==> src/rtl/csr_amm_bridge_pkg.sv <==
// Shared definitions for the CSR-to-Avalon-MM indirect access bridge:
// register offsets inside the 8-word window, CTRL/STATUS bit positions,
// and the access state machine encoding.
package csr_amm_bridge_pkg;

  // Word offsets from the window base
  localparam logic [2:0] REG_CTRL     = 3'd0;
  localparam logic [2:0] REG_ADDR_LO  = 3'd1;
  localparam logic [2:0] REG_ADDR_HI  = 3'd2;
  localparam logic [2:0] REG_WDATA_LO = 3'd3;
  localparam logic [2:0] REG_WDATA_HI = 3'd4;
  localparam logic [2:0] REG_RDATA_LO = 3'd5;
  localparam logic [2:0] REG_RDATA_HI = 3'd6;
  localparam logic [2:0] REG_TIMEOUT  = 3'd7;

  // CTRL write fields
  localparam int CTRL_GO      = 0;
  localparam int CTRL_RNW     = 1;
  localparam int CTRL_BE_LSB  = 2;
  localparam int CTRL_CLR_ERR = 15;

  // CTRL read (status) fields
  localparam int STAT_BUSY = 0;
  localparam int STAT_DONE = 8;
  localparam int STAT_ERR  = 9;

  typedef enum logic [1:0] {
    ST_IDLE    = 2'd0,
    ST_WR      = 2'd1,
    ST_RD_REQ  = 2'd2,
    ST_RD_WAIT = 2'd3
  } state_t;

endpackage

==> src/rtl/csr_if.sv <==
// Simple register-bus interface: word address, per-byte enables, write
// strobe, and a combinational read-data return from the slave.
interface csr_if #(
  parameter int ADDR_W = 14,
  parameter int DATA_W = 16
);
  logic [ADDR_W-1:0]   addr;
  logic [DATA_W/8-1:0] be;
  logic [DATA_W-1:0]   wr_data;
  logic                wr_en;
  logic [DATA_W-1:0]   rd_data;

  modport slave  (input addr, be, wr_data, wr_en, output rd_data);
  modport master (output addr, be, wr_data, wr_en, input rd_data);
endinterface

==> src/rtl/csr_to_avalon_mm_master.sv <==
// Indirect-access bridge: an 8-word CSR window that launches one 32-bit
// single-beat Avalon-MM read or write and reports busy/done/err.
// Optional macro AMM_TIMEOUT_EN adds a per-access timeout counter loaded
// from the TIMEOUT register; without it the bridge waits indefinitely.
//
// Avalon handshake: a request (read or write) is held with stable address,
// data and byteenable until a cycle where waitrequest is low; that cycle is
// the acceptance. Read data is taken only on a readdatavalid cycle while a
// read is outstanding (acceptance cycle included); any other readdatavalid
// is ignored.
module csr_to_avalon_mm_master
  import csr_amm_bridge_pkg::*;
#(
  parameter int CSR_ADDR_W = 14,
  parameter int CSR_DATA_W = 16,
  parameter int BASE_ADDR  = 0,
  parameter int AMM_ADDR_W = 32,
  parameter int AMM_DATA_W = 32,
  parameter int TIMEOUT_W  = 16,
  localparam int AMM_BE_W  = AMM_DATA_W / 8
) (
  input  logic                  clk_i,
  input  logic                  rst_i,
  csr_if.slave                  csr_if,
  output logic [AMM_ADDR_W-1:0] amm_address_o,
  output logic                  amm_write_o,
  output logic                  amm_read_o,
  output logic [AMM_DATA_W-1:0] amm_writedata_o,
  output logic [AMM_BE_W-1:0]   amm_byteenable_o,
  input  logic                  amm_waitrequest_i,
  input  logic [AMM_DATA_W-1:0] amm_readdata_i,
  input  logic                  amm_readdatavalid_i,
  output state_t                dbg_state_o
);

  if (AMM_DATA_W != 2 * CSR_DATA_W) begin : g_bad_data_w
    $error("AMM_DATA_W must be twice CSR_DATA_W");
  end
  if (TIMEOUT_W < 1 || TIMEOUT_W > CSR_DATA_W) begin : g_bad_timeout_w
    $error("TIMEOUT_W must be 1..CSR_DATA_W");
  end

  state_t                  r_state, w_next;
  logic                    r_rnw, r_done, r_err;
  logic [3:0]              r_be;
  logic [CSR_DATA_W-1:0]   r_addr_lo, r_addr_hi, r_wdata_lo, r_wdata_hi;
  logic [CSR_DATA_W-1:0]   r_rdata_lo, r_rdata_hi;
  logic [CSR_ADDR_W-1:0]   w_off;
  logic [2:0]              w_reg;
  logic                    w_in_win, w_wr, w_wr_cfg, w_busy, w_go, w_clr_err;
  logic                    w_wr_done, w_rd_done, w_timeout;
  logic [2*CSR_DATA_W-1:0] w_addr_full;
  logic [CSR_DATA_W-1:0]   w_rd_data;

  // Merge new data into a register honouring the per-byte enables
  function automatic logic [CSR_DATA_W-1:0] f_merge(
    input logic [CSR_DATA_W-1:0]   old_v,
    input logic [CSR_DATA_W-1:0]   new_v,
    input logic [CSR_DATA_W/8-1:0] be
  );
    logic [CSR_DATA_W-1:0] v;
    v = old_v;
    for (int b = 0; b < CSR_DATA_W / 8; b++) begin
      if (be[b]) v[b*8 +: 8] = new_v[b*8 +: 8];
    end
    return v;
  endfunction

  // Window decode: offset from base, in range when below 8 (wraps safely)
  assign w_off     = csr_if.addr - CSR_ADDR_W'(BASE_ADDR);
  assign w_in_win  = (w_off < CSR_ADDR_W'(8));
  assign w_reg     = w_off[2:0];
  assign w_wr      = csr_if.wr_en && w_in_win;
  assign w_busy    = (r_state != ST_IDLE);
  assign w_wr_cfg  = w_wr && !w_busy;
  assign w_go      = w_wr_cfg && (w_reg == REG_CTRL) && csr_if.be[0] && csr_if.wr_data[CTRL_GO];
  assign w_clr_err = w_wr && (w_reg == REG_CTRL) && csr_if.be[1] && csr_if.wr_data[CTRL_CLR_ERR];

  // Completion events; they take priority over a coincident timeout
  assign w_wr_done = (r_state == ST_WR) && !amm_waitrequest_i;
  assign w_rd_done = ((r_state == ST_RD_REQ) && !amm_waitrequest_i && amm_readdatavalid_i) ||
                     ((r_state == ST_RD_WAIT) && amm_readdatavalid_i);

`ifdef AMM_TIMEOUT_EN
  logic [CSR_DATA_W-1:0] r_timeout;
  logic [TIMEOUT_W-1:0]  r_to_cnt;
  logic                  r_to_armed;

  // Expire on the last counted cycle so the request is held exactly TIMEOUT cycles
  assign w_timeout = w_busy && r_to_armed && (r_to_cnt == TIMEOUT_W'(1)) && !w_wr_done && !w_rd_done;

  // Timeout counter: loaded on go, counts down while an access is in flight
  always_ff @(posedge clk_i or posedge rst_i) begin
    if (rst_i) begin
      r_to_cnt   <= '0;
      r_to_armed <= 1'b0;
    end else if (w_go) begin
      r_to_cnt   <= TIMEOUT_W'(r_timeout);
      r_to_armed <= (r_timeout != '0);
    end else if (w_busy && r_to_cnt != '0) begin
      r_to_cnt   <= r_to_cnt - TIMEOUT_W'(1);
    end
  end
`else
  assign w_timeout = 1'b0;
`endif

  // State register
  always_ff @(posedge clk_i or posedge rst_i) begin
    if (rst_i) r_state <= ST_IDLE;
    else       r_state <= w_next;
  end

  // Next-state logic
  always_comb begin
    w_next = r_state;
    case (r_state)
      ST_IDLE:    if (w_go) w_next = csr_if.wr_data[CTRL_RNW] ? ST_RD_REQ : ST_WR;
      ST_WR:      if (!amm_waitrequest_i) w_next = ST_IDLE;
      ST_RD_REQ:  if (!amm_waitrequest_i) w_next = amm_readdatavalid_i ? ST_IDLE : ST_RD_WAIT;
      ST_RD_WAIT: if (amm_readdatavalid_i) w_next = ST_IDLE;
      default:    w_next = ST_IDLE;
    endcase
    if (w_timeout) w_next = ST_IDLE;
  end

  // Request outputs decoded from state
  always_comb begin
    amm_write_o = 1'b0;
    amm_read_o  = 1'b0;
    case (r_state)
      ST_WR:     amm_write_o = 1'b1;
      ST_RD_REQ: amm_read_o  = 1'b1;
      default:   ;
    endcase
  end

  assign w_addr_full      = {r_addr_hi, r_addr_lo};
  assign amm_address_o    = w_addr_full[AMM_ADDR_W-1:0];
  assign amm_writedata_o  = {r_wdata_hi, r_wdata_lo};
  assign amm_byteenable_o = AMM_BE_W'(r_be);
  assign dbg_state_o      = r_state;

  // Register file: config writes when idle, status and read-data capture
  always_ff @(posedge clk_i or posedge rst_i) begin
    if (rst_i) begin
      r_rnw      <= 1'b0;
      r_be       <= '0;
      r_done     <= 1'b0;
      r_err      <= 1'b0;
      r_addr_lo  <= '0;
      r_addr_hi  <= '0;
      r_wdata_lo <= '0;
      r_wdata_hi <= '0;
      r_rdata_lo <= '0;
      r_rdata_hi <= '0;
`ifdef AMM_TIMEOUT_EN
      r_timeout  <= '1;
`endif
    end else begin
      if (w_wr_cfg) begin
        case (w_reg)
          REG_CTRL: if (csr_if.be[0]) begin
            r_rnw <= csr_if.wr_data[CTRL_RNW];
            r_be  <= csr_if.wr_data[CTRL_BE_LSB +: 4];
          end
          REG_ADDR_LO:  r_addr_lo  <= f_merge(r_addr_lo,  csr_if.wr_data, csr_if.be);
          REG_ADDR_HI:  r_addr_hi  <= f_merge(r_addr_hi,  csr_if.wr_data, csr_if.be);
          REG_WDATA_LO: r_wdata_lo <= f_merge(r_wdata_lo, csr_if.wr_data, csr_if.be);
          REG_WDATA_HI: r_wdata_hi <= f_merge(r_wdata_hi, csr_if.wr_data, csr_if.be);
`ifdef AMM_TIMEOUT_EN
          REG_TIMEOUT:  r_timeout  <= f_merge(r_timeout,  csr_if.wr_data, csr_if.be);
`endif
          default: ;
        endcase
      end
      if (w_go) r_done <= 1'b0;
      if (w_wr_done || w_rd_done) r_done <= 1'b1;
      if (w_rd_done) begin
        r_rdata_lo <= amm_readdata_i[CSR_DATA_W-1:0];
        r_rdata_hi <= amm_readdata_i[AMM_DATA_W-1:CSR_DATA_W];
      end
      if (w_clr_err) r_err <= 1'b0;
      if (w_timeout) begin
        r_err  <= 1'b1;
        r_done <= 1'b0;
      end
    end
  end

  // Combinational read mux, zero outside the window
  always_comb begin
    w_rd_data = '0;
    if (w_in_win) begin
      case (w_reg)
        REG_CTRL: begin
          w_rd_data[STAT_BUSY]         = w_busy;
          w_rd_data[CTRL_RNW]          = r_rnw;
          w_rd_data[CTRL_BE_LSB +: 4]  = r_be;
          w_rd_data[STAT_DONE]         = r_done;
          w_rd_data[STAT_ERR]          = r_err;
        end
        REG_ADDR_LO:  w_rd_data = r_addr_lo;
        REG_ADDR_HI:  w_rd_data = r_addr_hi;
        REG_WDATA_LO: w_rd_data = r_wdata_lo;
        REG_WDATA_HI: w_rd_data = r_wdata_hi;
        REG_RDATA_LO: w_rd_data = r_rdata_lo;
        REG_RDATA_HI: w_rd_data = r_rdata_hi;
`ifdef AMM_TIMEOUT_EN
        REG_TIMEOUT:  w_rd_data = r_timeout;
`endif
        default: ;
      endcase
    end
  end

  assign csr_if.rd_data = w_rd_data;

endmodule

==> src/flat_wrapper.sv <==
// flat-port wrapper written by rule: the top's interface ports become plain ports
module csr_to_avalon_mm_master_flat import csr_amm_bridge_pkg::*;
#(
  parameter int CSR_ADDR_W = 14,
  parameter int CSR_DATA_W = 16,
  parameter int BASE_ADDR  = 0,
  parameter int AMM_ADDR_W = 32,
  parameter int AMM_DATA_W = 32,
  parameter int TIMEOUT_W  = 16,
  localparam int AMM_BE_W  = AMM_DATA_W / 8
)
  (clk_i, rst_i, amm_address_o, amm_write_o, amm_read_o, amm_writedata_o, amm_byteenable_o, amm_waitrequest_i, amm_readdata_i, amm_readdatavalid_i, dbg_state_o, csr_if_addr, csr_if_be, csr_if_wr_data, csr_if_wr_en, csr_if_rd_data);
  csr_if #(.ADDR_W(14), .DATA_W(16)) csr_if_i ();
  input  logic clk_i;
  input  logic rst_i;
  output logic [AMM_ADDR_W-1:0] amm_address_o;
  output logic amm_write_o;
  output logic amm_read_o;
  output logic [AMM_DATA_W-1:0] amm_writedata_o;
  output logic [AMM_BE_W-1:0] amm_byteenable_o;
  input  logic amm_waitrequest_i;
  input  logic [AMM_DATA_W-1:0] amm_readdata_i;
  input  logic amm_readdatavalid_i;
  output state_t dbg_state_o;
  input wire logic [$bits(csr_if_i.addr)-1:0] csr_if_addr;
  input wire logic [$bits(csr_if_i.be)-1:0] csr_if_be;
  input wire logic [$bits(csr_if_i.wr_data)-1:0] csr_if_wr_data;
  input wire logic [$bits(csr_if_i.wr_en)-1:0] csr_if_wr_en;
  output wire logic [$bits(csr_if_i.rd_data)-1:0] csr_if_rd_data;
  assign csr_if_i.addr = csr_if_addr;
  assign csr_if_i.be = csr_if_be;
  assign csr_if_i.wr_data = csr_if_wr_data;
  assign csr_if_i.wr_en = csr_if_wr_en;
  assign csr_if_rd_data = csr_if_i.rd_data;
  csr_to_avalon_mm_master #(.CSR_ADDR_W(CSR_ADDR_W), .CSR_DATA_W(CSR_DATA_W), .BASE_ADDR(BASE_ADDR), .AMM_ADDR_W(AMM_ADDR_W), .AMM_DATA_W(AMM_DATA_W), .TIMEOUT_W(TIMEOUT_W)) u_core (.clk_i(clk_i), .rst_i(rst_i), .csr_if(csr_if_i), .amm_address_o(amm_address_o), .amm_write_o(amm_write_o), .amm_read_o(amm_read_o), .amm_writedata_o(amm_writedata_o), .amm_byteenable_o(amm_byteenable_o), .amm_waitrequest_i(amm_waitrequest_i), .amm_readdata_i(amm_readdata_i), .amm_readdatavalid_i(amm_readdatavalid_i), .dbg_state_o(dbg_state_o));
endmodule
==> config.mk <==
export PLATFORM = sky130hd
export DESIGN_NAME = csr_to_avalon_mm_master_flat
export DESIGN_NICKNAME = d
export VERILOG_FILES = /design/src/rtl/csr_amm_bridge_pkg.sv /design/src/rtl/csr_if.sv /design/src/rtl/csr_to_avalon_mm_master.sv /design/src/flat_wrapper.sv
export SDC_FILE = /design/constraint.sdc
export NUM_CORES = 1
export LEC_CHECK = 0
export BUFFER_PORTS_ARGS = -buffer_cell sky130_fd_sc_hd__buf_4
export CAP_MARGIN = 20
export CELL_PAD_IN_SITES_DETAIL_PLACEMENT = 0
export CELL_PAD_IN_SITES_GLOBAL_PLACEMENT = 1
export CORE_UTILIZATION = 35
export DETAILED_ROUTE_END_ITERATION = 16
export GPL_TIMING_DRIVEN = 0
export PLACE_DENSITY = 0.74
export SYNTH_ARGS = -nofsm -noshare
export SYNTH_HDL_FRONTEND = slang
export SYNTH_SLANG_ARGS = --single-unit
==> constraint.sdc <==
create_clock -name clk_i -period 4.32 [get_ports clk_i]
set_input_delay 0.864 -clock clk_i [delete_from_list [all_inputs] [get_ports clk_i]]
set_output_delay 0.864 -clock clk_i [all_outputs]
set_load 0.02 [all_outputs]
==> results of run 1 <==
## routing by layer
| metal | GRT usage [%] | part of all wire [%] | routed length (um) | vias to the layer above |
|---|---|---|---|---|
| met5 | 0 | 0 | 0 | - |
| met4 | 7.022 | 1.4 | 206 | 0 |
| met3 | 3.137 | 5.3 | 801 | 12 |
| met2 | 34.07 | 48 | 7358 | 125 |
| met1 | 29.03 | 45 | 6884 | 1915 |
| li1 | - | - | - | 1721 |
## power by group
part           internal, mW  switching, mW  total (mW)  leakage (nW)
logic                0.0607         0.0818       0.143          1.86
clock network         0.494          0.351       0.845         0.148
registers             0.975       0.000892       0.975          1.45
total                  1.53          0.434        1.96          3.46
## registers in the layout (all words and copies together), names as in the netlist
name	flops
u_core.r_done	1
u_core.r_rnw	1
u_core.amm_byteenable_o	4
u_core.r_rdata_lo	16
u_core.r_addr_lo	16
u_core.r_wdata_lo	16
u_core.r_rdata_hi	16
u_core.r_addr_hi	16
u_core.dbg_state_o	2
u_core.r_wdata_hi	16
## final cells by class
class	count	area, sq um	share of cell area [%]
clock buffer	13	270.3	3.993
sequential	104	2603	38.45
multi-input combinational	245	2332	34.46
clock inverter	2	37.54	0.5546
buffer	20	91.34	1.350
tap	180	225.2	3.328
inverter	4	17.52	0.2588
timing repair buffer	156	1191	17.60
## logic make-up (layout without fill, tap and decap cells)
family,Yosys count,in the layout,synth area share (%)
AOI/OAI and AO/OA,49,49,6.900
muxes,137,137,31.10
buffers and inverters,24,195,2.109
and+or+nand+nor,59,59,8.265
DFF,104,104,51.63
## path summary, 6_finish.rpt
| path | to | start |
|---|---|---|
| min in group asynchronous | u_core.amm_byteenable_o[3] | rst_i |
| worst min register to register | u_core.r_rdata_hi[10] | u_core.r_rdata_hi[10] |
| worst min-delay path | u_core.r_rdata_hi[10] | u_core.r_rdata_hi[10] |
| max in group asynchronous | u_core.r_wdata_lo[12] | rst_i |
| worst max-delay path | csr_if_rd_data[9] | csr_if_addr[13] |
| worst max register to register | u_core.r_done | u_core.dbg_state_o[0] |
## per-stage QoR
| step | instances | area, sq um | utilization, % |
|---|---|---|---|
| 5_1_grt | 724 | 6768 | 48.38 |
| 3_5_place_dp | 709 | 6460 | 46.18 |
| 6_report | 724 | 6768 | 48.38 |
| 4_1_cts | 724 | 6768 | 48.38 |
| 3_3_place_gp | 708 | 6430 | 45.97 |
| 2_1_floorplan | 373 | 5041 | - |
## cells in the mapped netlist
library cell and instances:
buf_2 7, a21o_1 2, a221oi_1 8, nand2_1 8, or2_2 2, nand4_2 2
buf_1 2, inv_1 4, nor2_4 4, a31o_2 1, and2b_2 1, nor4_4 2
a31oi_1 2, o21ai_0 5, o21ba_2 1, a22o_1 1, nor4b_1 1, o2bb2ai_1 4
mux2_2 117, nor2_1 16, nor2b_1 6, nand4b_1 1, nor4bb_1 1, a21oi_1 10
mux2i_1 16, and4b_1 1, nor3_1 1, a22oi_1 7, nand3_1 4, a211oi_1 8
mux4_2 4, dfrtp_1 104, nand2b_1 2, buf_4 2, nand4_4 2, nand4_1 2
nand3_2 1, and3_2 1, clkbuf_1 9, nor3b_1 1
==> out/qor.csv, run 1 <==
stage;metric;value;unit
run_status;status;completed;
worst_setup_path;CP Launch Type;primary input;
worst_setup_path;r2r worst-path depth;6;
worst_setup_path;crit path buf inv count;2;
timing;worst setup margin;0.5080;ns
clock_network;TritonCTS clock tree;done;
hold_path;hold path cells;1;
worst_setup_path;Worst path most repeated cell;buf_4;
worst_setup_path;CP Capture Type;output port;
global_routing;initial antenna violation count;0;
timing;max-slew violations;0;
floorplanning;die height;122.0;um
routing;WL final;15250;um
final_layout;ANT cells;0;
worst_setup_path;CP Class;in2out;
worst_setup_path;CP cell instances;buf_4, nor4_4, nand3_2, a31o_2, a211oi_1, buf_4;
global_routing;GRT Residual Overflow;0;
final_layout;final net count;609;
synthesis;yosys warns;0;
synthesis;sequential share of the synthesized area;51.63;%
floorplanning;Core ar.;0.01399;sq mm
routing;antenna viol nets, final;0;
routing;via count;3773;
worst_setup_path;reg-to-reg slack, setup;1.89;ns
timing;Final period util;88.24;%
global_routing;first-pass GRT wire length;22750;um
timing;Final setup viols;0;
synthesis;Gate Count Post-Synth;373;
synthesis;Avg Cell Area, Syn;13.51;sq um
pwr;P per Cell Area;290.1;mW/mm^2
clock_network;CTS buffer count;9;
place;dpl hpwl;10930;um
worst_setup_path;CP max-delay cell;nor4_4;
worst_setup_path;CP Depth;6;
synthesis;syn nets;442;
timing;RSZ-0062 raised after global routing;no;
clock_network;Max Root-Sink Buffers;2;
timing;Rel. slew slack;45.06;%
worst_setup_path;WP data required;3.46;ns
routing;routed length per instance;21.06;um
clock_network;Worst-path clk slew;0.06;ns
timing;worst hold margin;0.5054;ns
pwr;Pwr Total;1.963;mW
worst_setup_path;Worst Path Max Fanout;9;
synthesis;cell area after synthesis;0.005041;sq mm
timing;final critical-path required period;3.812;ns
hold_path;Hold Crit Class;reg2reg;
clock_network;clk_lat worst skew;0.35;ns
place;port bufs;155;
flow_run;MaxCap Viol Count;0;
routing;first drt pass iteration count;4;
global_routing;vias in the first global route;3867;
routing;initial DRC count;231;
pwr;Max VDD drop;160.2;uV
clock_network;Num Clock Sinks;104;
floorplanning;Initial Util;36.04;%
synthesis;FF+latch count, synth;104;
floorplanning;IO Count;157;
worst_setup_path;critical path's top delay family;simple AND/OR/NAND/NOR gates;
floorplanning;die width;122.0;um
synthesis;Synth top area share;51.63;%
final_layout;most frequent cells in the layout;157 x buf_4, 117 x mux2_2, 104 x dfrtp_1;
clock_network;H-Tree Depth;3;
timing;Worst Max-Slew Pin Slew;0.8242;ns
pwr;LEAKAGE;3.456;nW
clock_network;root buf cell;clkbuf_16;
synthesis;synth unique cells;40;
clock_network;# hold bufs at CTS;0;
floorplanning;Rows;43;
place;GPL Wtd Cong;0.7930;
worst_setup_path;CP arrival;2.95;ns
synthesis;most area-consuming cells after synthesis;dfrtp_1 52%, mux2_2 26%, mux2i_1 3.2%, mux4_2 1.8%, a221oi_1 1.4%;
timing;Setup TNS;0;ns
routing;vias per cell;5.211;
clock_network;# Post-CTS Setup Buffers;0;
clock_network;CTS resizes;0;
place;pre-CTS setup slack;0.5185;ns
global_routing;global router's overall resource usage;21.15;%
final_layout;share of layout cells above drive strength 1;58.46;%
timing;Clock Skew;0.005431;ns
timing;Final Hold Fails;0;
routing;DRC;0;
synthesis;post-synth top area cell;dfrtp_1;
final_layout;Area Overhead vs Synth;34.25;%
final_layout;most common cell after layout, fill and taps aside;buf_4;
timing;Fmax;0.2623;GHz
worst_setup_path;peak per-stage delay on the critical path;0.66;ns
floorplanning;die area;0.01489;sq mm
global_routing;largest net degree at the start of global routing;65;
final_layout;Fillers;1271;
Power figures use the tool's default switching activity.
==> inputs of run 2 (changes only) <==
CORE_ASPECT_RATIO = 0.7   (was default)
==> out/qor.csv, run 2 (synthesis gave the netlist of run 1 again) <==
stage;metric;value;unit;change
hold_path;Worst Hold End;u_core.r_rdata_hi[7];;
worst_setup_path;reg-to-reg slack, setup;1.89;ns;about the same
floorplanning;die height;102.4;um;-16%
worst_setup_path;CP arrival;2.90;ns;-0.05 ns
worst_setup_path;r2r worst-path depth;6;;unchanged
clock_network;Max Root-Sink Buffers;2;;unchanged
hold_path;beginning of the worst hold path;u_core.r_rdata_hi[7];;
clock_network;H-Tree Depth;3;;unchanged
clock_network;TritonCTS clock tree;done;;
timing;RSZ-0062 raised after global routing;no;;
global_routing;global router's overall resource usage;21.70;%;+0.56 points
floorplanning;Core ar.;0.01401;sq mm;+0.14%
worst_setup_path;CP Capture Type;output port;;
worst_setup_path;CP Launch Type;primary input;;
timing;Fmax;0.2655;GHz;+1.2%
floorplanning;Initial Util;35.99;%;-0.052 points
clock_network;CTS buffer count;9;;unchanged
worst_setup_path;WP data required;3.46;ns;about the same
pwr;LEAKAGE;3.439;nW;-0.50%
routing;WL final;15660;um;+2.6%
global_routing;initial antenna violation count;0;;unchanged
hold_path;hold path cells;1;;unchanged
timing;Final period util;87.17;%;-1.1 points
final_layout;most common cell after layout, fill and taps aside;buf_4;;
global_routing;GRT Residual Overflow;0;;unchanged
routing;initial DRC count;176;;-24%
timing;Clock Skew;0.007475;ns;+0.002043 ns
place;port bufs;155;;unchanged
global_routing;largest net degree at the start of global routing;67;;+3.1%
timing;Worst Max-Slew Pin Slew;0.8570;ns;+0.03287 ns
run_status;status;completed;;
timing;Final Hold Fails;0;;unchanged
place;GPL Wtd Cong;0.7842;;-1.1%
final_layout;Area Overhead vs Synth;33.93;%;
timing;Rel. slew slack;42.86;%;-2.2 points
pwr;Max VDD drop;156.3;uV;-2.4%
place;dpl hpwl;11330;um;+3.7%
final_layout;most frequent cells in the layout;157 x buf_4, 117 x mux2_2, 104 x dfrtp_1;;
timing;worst setup margin;0.5541;ns;+0.04605 ns
timing;final critical-path required period;3.766;ns;-0.04605 ns
routing;DRC;0;;unchanged
routing;routed length per instance;21.30;um;+1.1%
clock_network;# hold bufs at CTS;0;;unchanged
routing;antenna viol nets, final;0;;unchanged
routing;via count;3794;;+0.56%
floorplanning;IO Count;157;;unchanged
hold_path;Hold Crit Class;reg2reg;;
worst_setup_path;Worst Path Max Fanout;10;;+1
clock_network;root buf cell;clkbuf_16;;
timing;max-slew violations;0;;unchanged
final_layout;Fillers;1284;;+1.0%
worst_setup_path;FF-to-FF Start;u_core.dbg_state_o[0];;
timing;Final setup viols;0;;unchanged
floorplanning;die area;0.01489;sq mm;about the same
floorplanning;Rows;36;;-16%
clock_network;Worst-path clk slew;0.07;ns;about the same
pwr;P per Cell Area;281.5;mW/mm^2;-3.0%
floorplanning;die width;145.4;um;+19%
routing;first drt pass iteration count;4;;unchanged
worst_setup_path;RR Endpoint;u_core.r_done;;
final_layout;ANT cells;0;;unchanged
final_layout;share of layout cells above drive strength 1;58.53;%;+0.076 points
clock_network;clk_lat worst skew;0.35;ns;about the same
flow_run;MaxCap Viol Count;0;;unchanged
routing;vias per cell;5.162;;-0.95%
place;pre-CTS setup slack;0.5381;ns;+0.01961 ns
final_layout;final net count;609;;unchanged
clock_network;CTS resizes;0;;unchanged
final_layout;Multi-input gate area;0.002332;sq mm;unchanged
worst_setup_path;CP Class;in2out;;
clock_network;Num Clock Sinks;104;;unchanged
final_layout;storage element area;0.002603;sq mm;unchanged
final_layout;Final Util;48.20;%;-0.19 points
global_routing;first-pass GRT wire length;23690;um;+4.2%
clock_network;# Post-CTS Setup Buffers;0;;unchanged
global_routing;vias in the first global route;3947;;+2.1%
[run 2: power breakdown]
part | leakage (nW) | internal [mW] | switching, mW
registers | 1.45 | 0.974 | 0.000901
clock network | 0.131 | 0.400 | 0.381
logic | 1.86 | 0.0607 | 0.0839
[run 2: metrics by stage]
stage / hold WS [ns] / std cells / cell area, sq um / TNS, ns / total power [mW]
floorplan: 0.4497 / 373 / 5041 / 0 / 1.049
global placement: 0.4835 / 718 / 6442 / -55.95 / 1.134
detailed placement: 0.4898 / 719 / 6472 / 0 / 1.141
CTS: 0.5085 / 735 / 6751 / 0 / 1.920
global route: 0.5271 / 735 / 6751 / 0 / 1.966
finish: 0.5034 / 735 / 6751 / 0 / 1.901
[run 2: area by class of cell]
| class | count | share of cell area [%] |
|---|---|---|
| Buffer | 20 | 1.353 |
| Clock buffer | 10 | 3.391 |
| Clock inverter | 6 | 0.7413 |
| Inverter | 4 | 0.2595 |
| Multi-Input combinational cell | 245 | 34.54 |
| Sequential cell | 104 | 38.55 |
| Tap cell | 190 | 3.521 |
| Timing Repair Buffer | 156 | 17.64 |
[run 2: critical path, stage by stage]
cell and delay (ns):
buf_4 0.08, buf_2 0.21, buf_1 0.58, buf_1 0.56, a221oi_1 0.12, a211oi_1 0.28
buf_4 0.19
[run 2: metal layers]
metal  wire length [um]  GRT usage, %
met5                  0             0
met4                131         4.939
met3                861         4.509
met2               6959         33.76
met1               7703         31.18
[run 2: how the worst max path moves through the flow]
| stage | from | end | cells after the start |
|---|---|---|---|
| after detailed placement | csr_if_addr[2] | csr_if_rd_data[12] | 7 |
| after global routing | csr_if_addr[2] | csr_if_rd_data[12] | 7 |
| after CTS | csr_if_addr[13] | csr_if_rd_data[0] | 6 |
| after global placement | rst_i | u_core.r_rdata_hi[9] | 2 |
| final | csr_if_addr[2] | csr_if_rd_data[11] | 7 |
| after floorplan | rst_i | u_core.amm_byteenable_o[0] | 1 |
